`config.mk`:
```
export PLATFORM = sky130hd
export DESIGN_NAME = ll_req_arbiter
export DESIGN_NICKNAME = d
export VERILOG_FILES = /design/src/rtl/ll_req_arbiter.sv
export SDC_FILE = /design/constraint.sdc
export NUM_CORES = 1
export LEC_CHECK = 0
export ABC_AREA = 1
export CAP_MARGIN = 20
export CORE_UTILIZATION = 38
export CTS_CLUSTER_SIZE = 8
export DETAILED_ROUTE_END_ITERATION = 6
export PLACE_DENSITY = 0.73
export SETUP_SLACK_MARGIN = 0.05
export SLEW_MARGIN = 20
export SYNTH_ARGS = -nofsm -noshare
export SYNTH_HDL_FRONTEND = slang
export SYNTH_SLANG_ARGS = --single-unit
export TNS_END_PERCENT = 20
```
`constraint.sdc`:
```
create_clock -name clk -period 7.87 [get_ports clk]
set_input_delay 2.361 -clock clk [delete_from_list [all_inputs] [get_ports clk]]
set_output_delay 2.361 -clock clk [all_outputs]
set_load 0.05 [all_outputs]
```
`src/rtl/ll_req_arbiter.sv`:
```
// ll_req_arbiter
// Round-robin front end that shares the single linked-list engine request
// port between NUM_REQ requesters. One request is in flight at a time. The
// arbiter waits for engine completion or a watchdog expiry before it grants
// again, and returns a one-cycle done or timeout pulse to the owner. A
// requester can hold a lock to run an uninterrupted sequence of operations.
//
// Handshake semantics (both ports):
//   A transfer happens on a rising clk edge where valid and ready are both
//   high. Valid, once raised by the arbiter (eng_req_vld), stays high with
//   stable fields until the matching ready is seen. Ready (rq_rdy) is a
//   combinational one-hot grant: it never depends on itself and is low
//   outside IDLE and while reset_n is low.

module ll_req_arbiter #(
  parameter int NUM_REQ = 4,
  parameter int OP_WD   = 3,
  parameter int SPEC_WD = 3,
  parameter int LL_WD   = 2,
  parameter int POS_WD  = 4,
  parameter int DATA_WD = 8,
  parameter int TMO_CYC = 255,
  localparam int IDX_WD = (NUM_REQ > 1) ? $clog2(NUM_REQ) : 1
) (
  input  logic                       clk,
  input  logic                       reset_n,
  // requester side
  input  logic [NUM_REQ-1:0]         rq_vld,
  input  logic [NUM_REQ-1:0]         rq_lock,
  input  logic [NUM_REQ*OP_WD-1:0]   rq_op,
  input  logic [NUM_REQ*SPEC_WD-1:0] rq_spec,
  input  logic [NUM_REQ*LL_WD-1:0]   rq_ll,
  input  logic [NUM_REQ*POS_WD-1:0]  rq_pos,
  input  logic [NUM_REQ*DATA_WD-1:0] rq_data,
  output logic [NUM_REQ-1:0]         rq_rdy,
  output logic [NUM_REQ-1:0]         rq_done,
  output logic [NUM_REQ-1:0]         rq_timeout,
  // engine side
  output logic                       eng_req_vld,
  output logic [OP_WD-1:0]           eng_op,
  output logic [SPEC_WD-1:0]         eng_spec,
  output logic [LL_WD-1:0]           eng_ll,
  output logic [POS_WD-1:0]          eng_pos,
  output logic [DATA_WD-1:0]         eng_data,
  input  logic                       eng_intf_ready,
  input  logic                       eng_resp_cmpltd,
  // status
  output logic                       busy,
  output logic [IDX_WD-1:0]          owner,
  output logic [7:0]                 tmo_err_cnt,
  output logic [1:0]                 state_dbg
);

  typedef enum logic [1:0] {
    S_IDLE  = 2'd0,
    S_ISSUE = 2'd1,
    S_WAIT  = 2'd2
  } state_t;

  // Last WAIT_CMPL count value before the watchdog fires.
  localparam logic [7:0] TMO_LAST = 8'(TMO_CYC - 1);

  state_t              state;
  logic [IDX_WD-1:0]   rr_ptr;
  logic                lock_actv;
  logic [IDX_WD-1:0]   lock_id;
  logic [7:0]          tmo_cnt;

  logic [NUM_REQ-1:0]  lock_mask;
  logic [NUM_REQ-1:0]  elig;
  logic                win_found;
  logic [IDX_WD-1:0]   win_idx;
  logic [IDX_WD-1:0]   cand_idx;
  int                  cand;
  logic                xfer;

  assign busy      = (state != S_IDLE);
  assign state_dbg = state;

  // Restrict eligibility to the lock holder while a lock is active.
  always_comb begin
    lock_mask          = '0;
    lock_mask[lock_id] = 1'b1;
    elig               = lock_actv ? (rq_vld & lock_mask) : rq_vld;
  end

  // Round-robin search starting one past the last grant, with wrap.
  always_comb begin
    win_found = 1'b0;
    win_idx   = '0;
    cand      = 0;
    cand_idx  = '0;
    for (int k = 1; k <= NUM_REQ; k++) begin
      cand     = (int'(rr_ptr) + k) % NUM_REQ;
      cand_idx = IDX_WD'(cand);
      if (!win_found && elig[cand_idx]) begin
        win_found = 1'b1;
        win_idx   = cand_idx;
      end
    end
  end

  // One-hot grant, only in IDLE and never while reset is asserted.
  always_comb begin
    rq_rdy = '0;
    if (reset_n && (state == S_IDLE) && win_found) begin
      rq_rdy[win_idx] = 1'b1;
    end
  end

  assign xfer = |rq_rdy;

  // Main sequencer: accept, issue to the engine, then wait for completion or watchdog.
  always_ff @(posedge clk or negedge reset_n) begin
    if (!reset_n) begin
      state       <= S_IDLE;
      rr_ptr      <= IDX_WD'(NUM_REQ - 1);
      lock_actv   <= 1'b0;
      lock_id     <= '0;
      tmo_cnt     <= '0;
      tmo_err_cnt <= '0;
      owner       <= '0;
      eng_req_vld <= 1'b0;
      eng_op      <= '0;
      eng_spec    <= '0;
      eng_ll      <= '0;
      eng_pos     <= '0;
      eng_data    <= '0;
      rq_done     <= '0;
      rq_timeout  <= '0;
    end else begin
      rq_done    <= '0;
      rq_timeout <= '0;
      case (state)
        S_IDLE: begin
          if (xfer) begin
            eng_req_vld <= 1'b1;
            eng_op      <= rq_op[int'(win_idx)*OP_WD +: OP_WD];
            eng_spec    <= rq_spec[int'(win_idx)*SPEC_WD +: SPEC_WD];
            eng_ll      <= rq_ll[int'(win_idx)*LL_WD +: LL_WD];
            eng_pos     <= rq_pos[int'(win_idx)*POS_WD +: POS_WD];
            eng_data    <= rq_data[int'(win_idx)*DATA_WD +: DATA_WD];
            owner       <= win_idx;
            rr_ptr      <= win_idx;
            lock_actv   <= rq_lock[win_idx];
            lock_id     <= win_idx;
            state       <= S_ISSUE;
          end
        end
        S_ISSUE: begin
          // Completion strobes are meaningless before the engine accepted the request.
          if (eng_intf_ready) begin
            eng_req_vld <= 1'b0;
            tmo_cnt     <= '0;
            state       <= S_WAIT;
          end
        end
        S_WAIT: begin
          // Completion wins over a watchdog expiry in the same cycle.
          if (eng_resp_cmpltd) begin
            rq_done[owner] <= 1'b1;
            state          <= S_IDLE;
          end else if (tmo_cnt == TMO_LAST) begin
            rq_timeout[owner] <= 1'b1;
            if (tmo_err_cnt != 8'hFF) begin
              tmo_err_cnt <= tmo_err_cnt + 8'd1;
            end
            lock_actv <= 1'b0;
            state     <= S_IDLE;
          end else begin
            tmo_cnt <= tmo_cnt + 8'd1;
          end
        end
        default: begin
          state       <= S_IDLE;
          eng_req_vld <= 1'b0;
        end
      endcase
    end
  end

endmodule

```
==> results.txt <==
EDFF count, synth: 0
Nets: 705
Final period util: 0.920
Levels on crit path: 10
Non-filler cells, final: 716
Initial Util: 0.397
Max Cap Viol: 0
Hold Crit Depth: 2
H-tree depth: 2
Slew HR: 0.582
CP Class: in -> out
Initial antenna violation count: 0
Gpl congestion: 0.903
Crit path max-delay cell type: clkdlybuf4s50_1
Crit Path Max Fanout: 28
Fin. Hold Viols: 0
Delay-heaviest family, CP: simple AND/OR/NAND/NOR gates
Hold_buf cts: 0
Top post-synthesis cells by area: dfrtp_1 (38%), nand2_1 (28%), nand3_1 (9.7%)
Final setup viols: 0
Post-synth top area share: 0.380
CP Buf/Inv Count: 3
First-pass GRT wire length: 14900 µm
Worst skew pair latency: 0.30 ns
R2R depth: 18
GRT overflow: 0
Core Footprint: 0.00830 mm²
Die Area: 0.00905 mm²
Clock sinks: 52
Synth Warn #: 0
Tot GR Track Use: 0.207
Leak: 2.41 nW
Syn Inst Count: 482
Post_cts resized: 0
Clk buf depth: 2
Routed wire length: 8870 µm
Syn Area/Cell: 6.83 µm²
Unrepaired setup endpoints after global routing: false
Layout Skew: 0.00841 ns
Clock period minus worst slack: 7.24 ns
Detailed Route Iter0 Violations: 139
Mapped Nets: 577
Clk slew on worst S/H paths: 0.08 ns
Placed Cells: 708
I/O pin count: 138
Post-CTS setup buffer count: 0
Post-route ant nets: 0
Largest net degree at the start of global routing: 53
Root Driver: clkbuf_8
Antenna diode count: 0
CTS tree: built
CP startpoint kind: input port
Outcome: finished clean
Achievable Freq: 138 MHz
Synth Cell Area: 0.00329 mm²
Synth Flop Type: dfrtp_1
WL/cell: 12.4 µm
Chip Width: 95.1 µm
Cell Pwr Density: 463 mW/mm²
Crit path capture type: output port
Detailed Routing Iterations Pass 1: 4
Sequential area share after synthesis: 0.396
Async SR Flop Fraction: 1.00
Slew Viols, Final: 0
Top cell by count, worst path: nand3_1
Port Buffers: 137
Routed vias/inst: 4.82
Vias: 3453
Remaining DRCs: 0
CP Data Required Time: 5.51 ns
Setup tns final: 0 ns
Yosys cell types: 35
CP cell instances: clkdlybuf4s50_1 > nand3_1 > nand3_1 > nand2_1 > nand3_1 > o21ai_2 > nor2_4 > inv_2 > nor3_1 > buf_12
Post-Place Setup Slack: 0.671 ns
HP Class: reg -> reg
Worst Max-Slew Pin Slew: 0.627 ns
Max stage delay on crit path: 0.50 ns
Vias in the first global route: 3267
VDD IR max: 0.000270 V
Most area-hungry cell type in the Yosys netlist: dfrtp_1
FP Rows: 33
Layout cells sized above 1: 0.0753
Design Power: 0.00224 W
Arr. time, crit path: 4.88 ns
Synth Register Bits: 52
Number of CTS-inserted buffers: 5
Detail Placement HPWL: 7060 µm
Area delta synth->final: 46.5%
Die Ht: 95.1 µm
Post-route setup slack: 0.633 ns
through the flow:
stage | instance area, µm² | hold WS (ns) | utilization
2_1_floorplan | 3290 | 0.517 | -
3_3_place_gp | 4730 | 0.463 | 0.570
3_5_place_dp | 4730 | 0.469 | 0.570
4_1_cts | 4830 | 0.491 | 0.581
5_1_grt | 4830 | 0.514 | 0.581
6_report | 4830 | 0.484 | 0.581
synth_stat cells, types with 2 or more instances:
cell	instances
a21oi_1	4
buf_1	2
buf_2	11
buf_4	3
buf_6	4
dfrtp_1	50
dfstp_2	2
ha_1	3
inv_1	13
inv_2	8
nand2_1	249
nand2_2	2
nand2_4	2
nand3_1	64
nand4_1	5
nor2_1	21
nor2_2	5
nor2_4	2
nor3_1	3
nor3b_1	2
o21ai_0	6
o21ai_2	2
xnor2_1	4
xor2_1	4
report_power, final:
| group | leakage, nW | total, W | internal (W) | switching [W] |
|---|---|---|---|---|
| clock network | 0.0445 | 0.000156 | 0.0000716 | 0.0000839 |
| registers | 0.678 | 0.000414 | 0.000350 | 0.0000648 |
| logic | 1.68 | 0.00167 | 0.000539 | 0.00113 |
sequential cells by signal, summed over array words and instances (netlist names):
| register | count |
|---|---|
| rr_ptr | 2 |
| eng_spec | 3 |
| eng_pos | 4 |
| lock_id | 2 |
| eng_req_vld | 1 |
| rq_done | 4 |
| eng_ll | 2 |
| lock_actv | 1 |
| tmo_cnt | 8 |
| tmo_err_cnt | 8 |
| eng_op | 3 |
| rq_timeout | 4 |
| eng_data | 8 |
| state_dbg | 2 |
routing by layer:
metal | up-vias | part of all wire | track usage
li1 | 1775 | - | -
met1 | 1540 | 0.44 | 0.275
met2 | 132 | 0.48 | 0.341
met3 | 6 | 0.072 | 0.0439
met4 | 0 | 0.0087 | 0.0480
met5 | - | 0 | 0
path summary, 6_finish.rpt:
check	slack, ns	endpoint	from
max	0.63	rq_rdy[0]	rq_vld[1]
min	0.48	eng_data[6]	eng_data[6]
max reg2reg	5.15	eng_pos[1]	lock_id[0]
min reg2reg	0.48	eng_data[6]	eng_data[6]
max in group asynchronous	5.23	eng_op[1]	reset_n
min in group asynchronous	2.21	tmo_cnt[3]	reset_n
worst min-delay path, delay by kind of cell (launching register included):
family,cells,cell delay [ns]
simple gates,2,0.10
flops,1,0.35
kinds of logic (layout without fill, tap and decap cells):
kind of cell / count (synthesis) / after routing / share of synthesized area
AOI/OAI and AO/OA: 17 / 17 / 0.0323
xor gates and xnor gates: 9 / 9 / 0.0262
adders and majority gates: 3 / 3 / 0.0114
buffers and inverters: 42 / 171 / 0.0649
DFF: 52 / 52 / 0.396
muxes: 1 / 1 / 0.00342
and+or+nand+nor: 358 / 358 / 0.466
layout by cell type (no fill, tap or decap), drive strengths merged:
cell type	n
nand2	253
clkinv	1
clkinvlp	1
nor2	28
xnor2	5
a211oi	1
o22ai	1
nand3	64
nor3	4
xor2	4
mux2	1
clkbuf	7
a21oi	4
buf	9
inv	21
nand3b	1
dfstp	2
dfrtp	50
nand4	6
ha	3
o21ai	9
nor3b	2
clkdlybuf4s50	132
o21bai	1
a31oi	1
area by class of cell:
class	count	area, µm²
sequential	52	1300
fill	780	3470
clock buffer	7	86.3
timing repair buffer	141	1440
tap	105	131
inverter	22	83.8
multi-input combinational	388	1780
clock inverter	1	7.51
(Power assumes the default switching activity.)
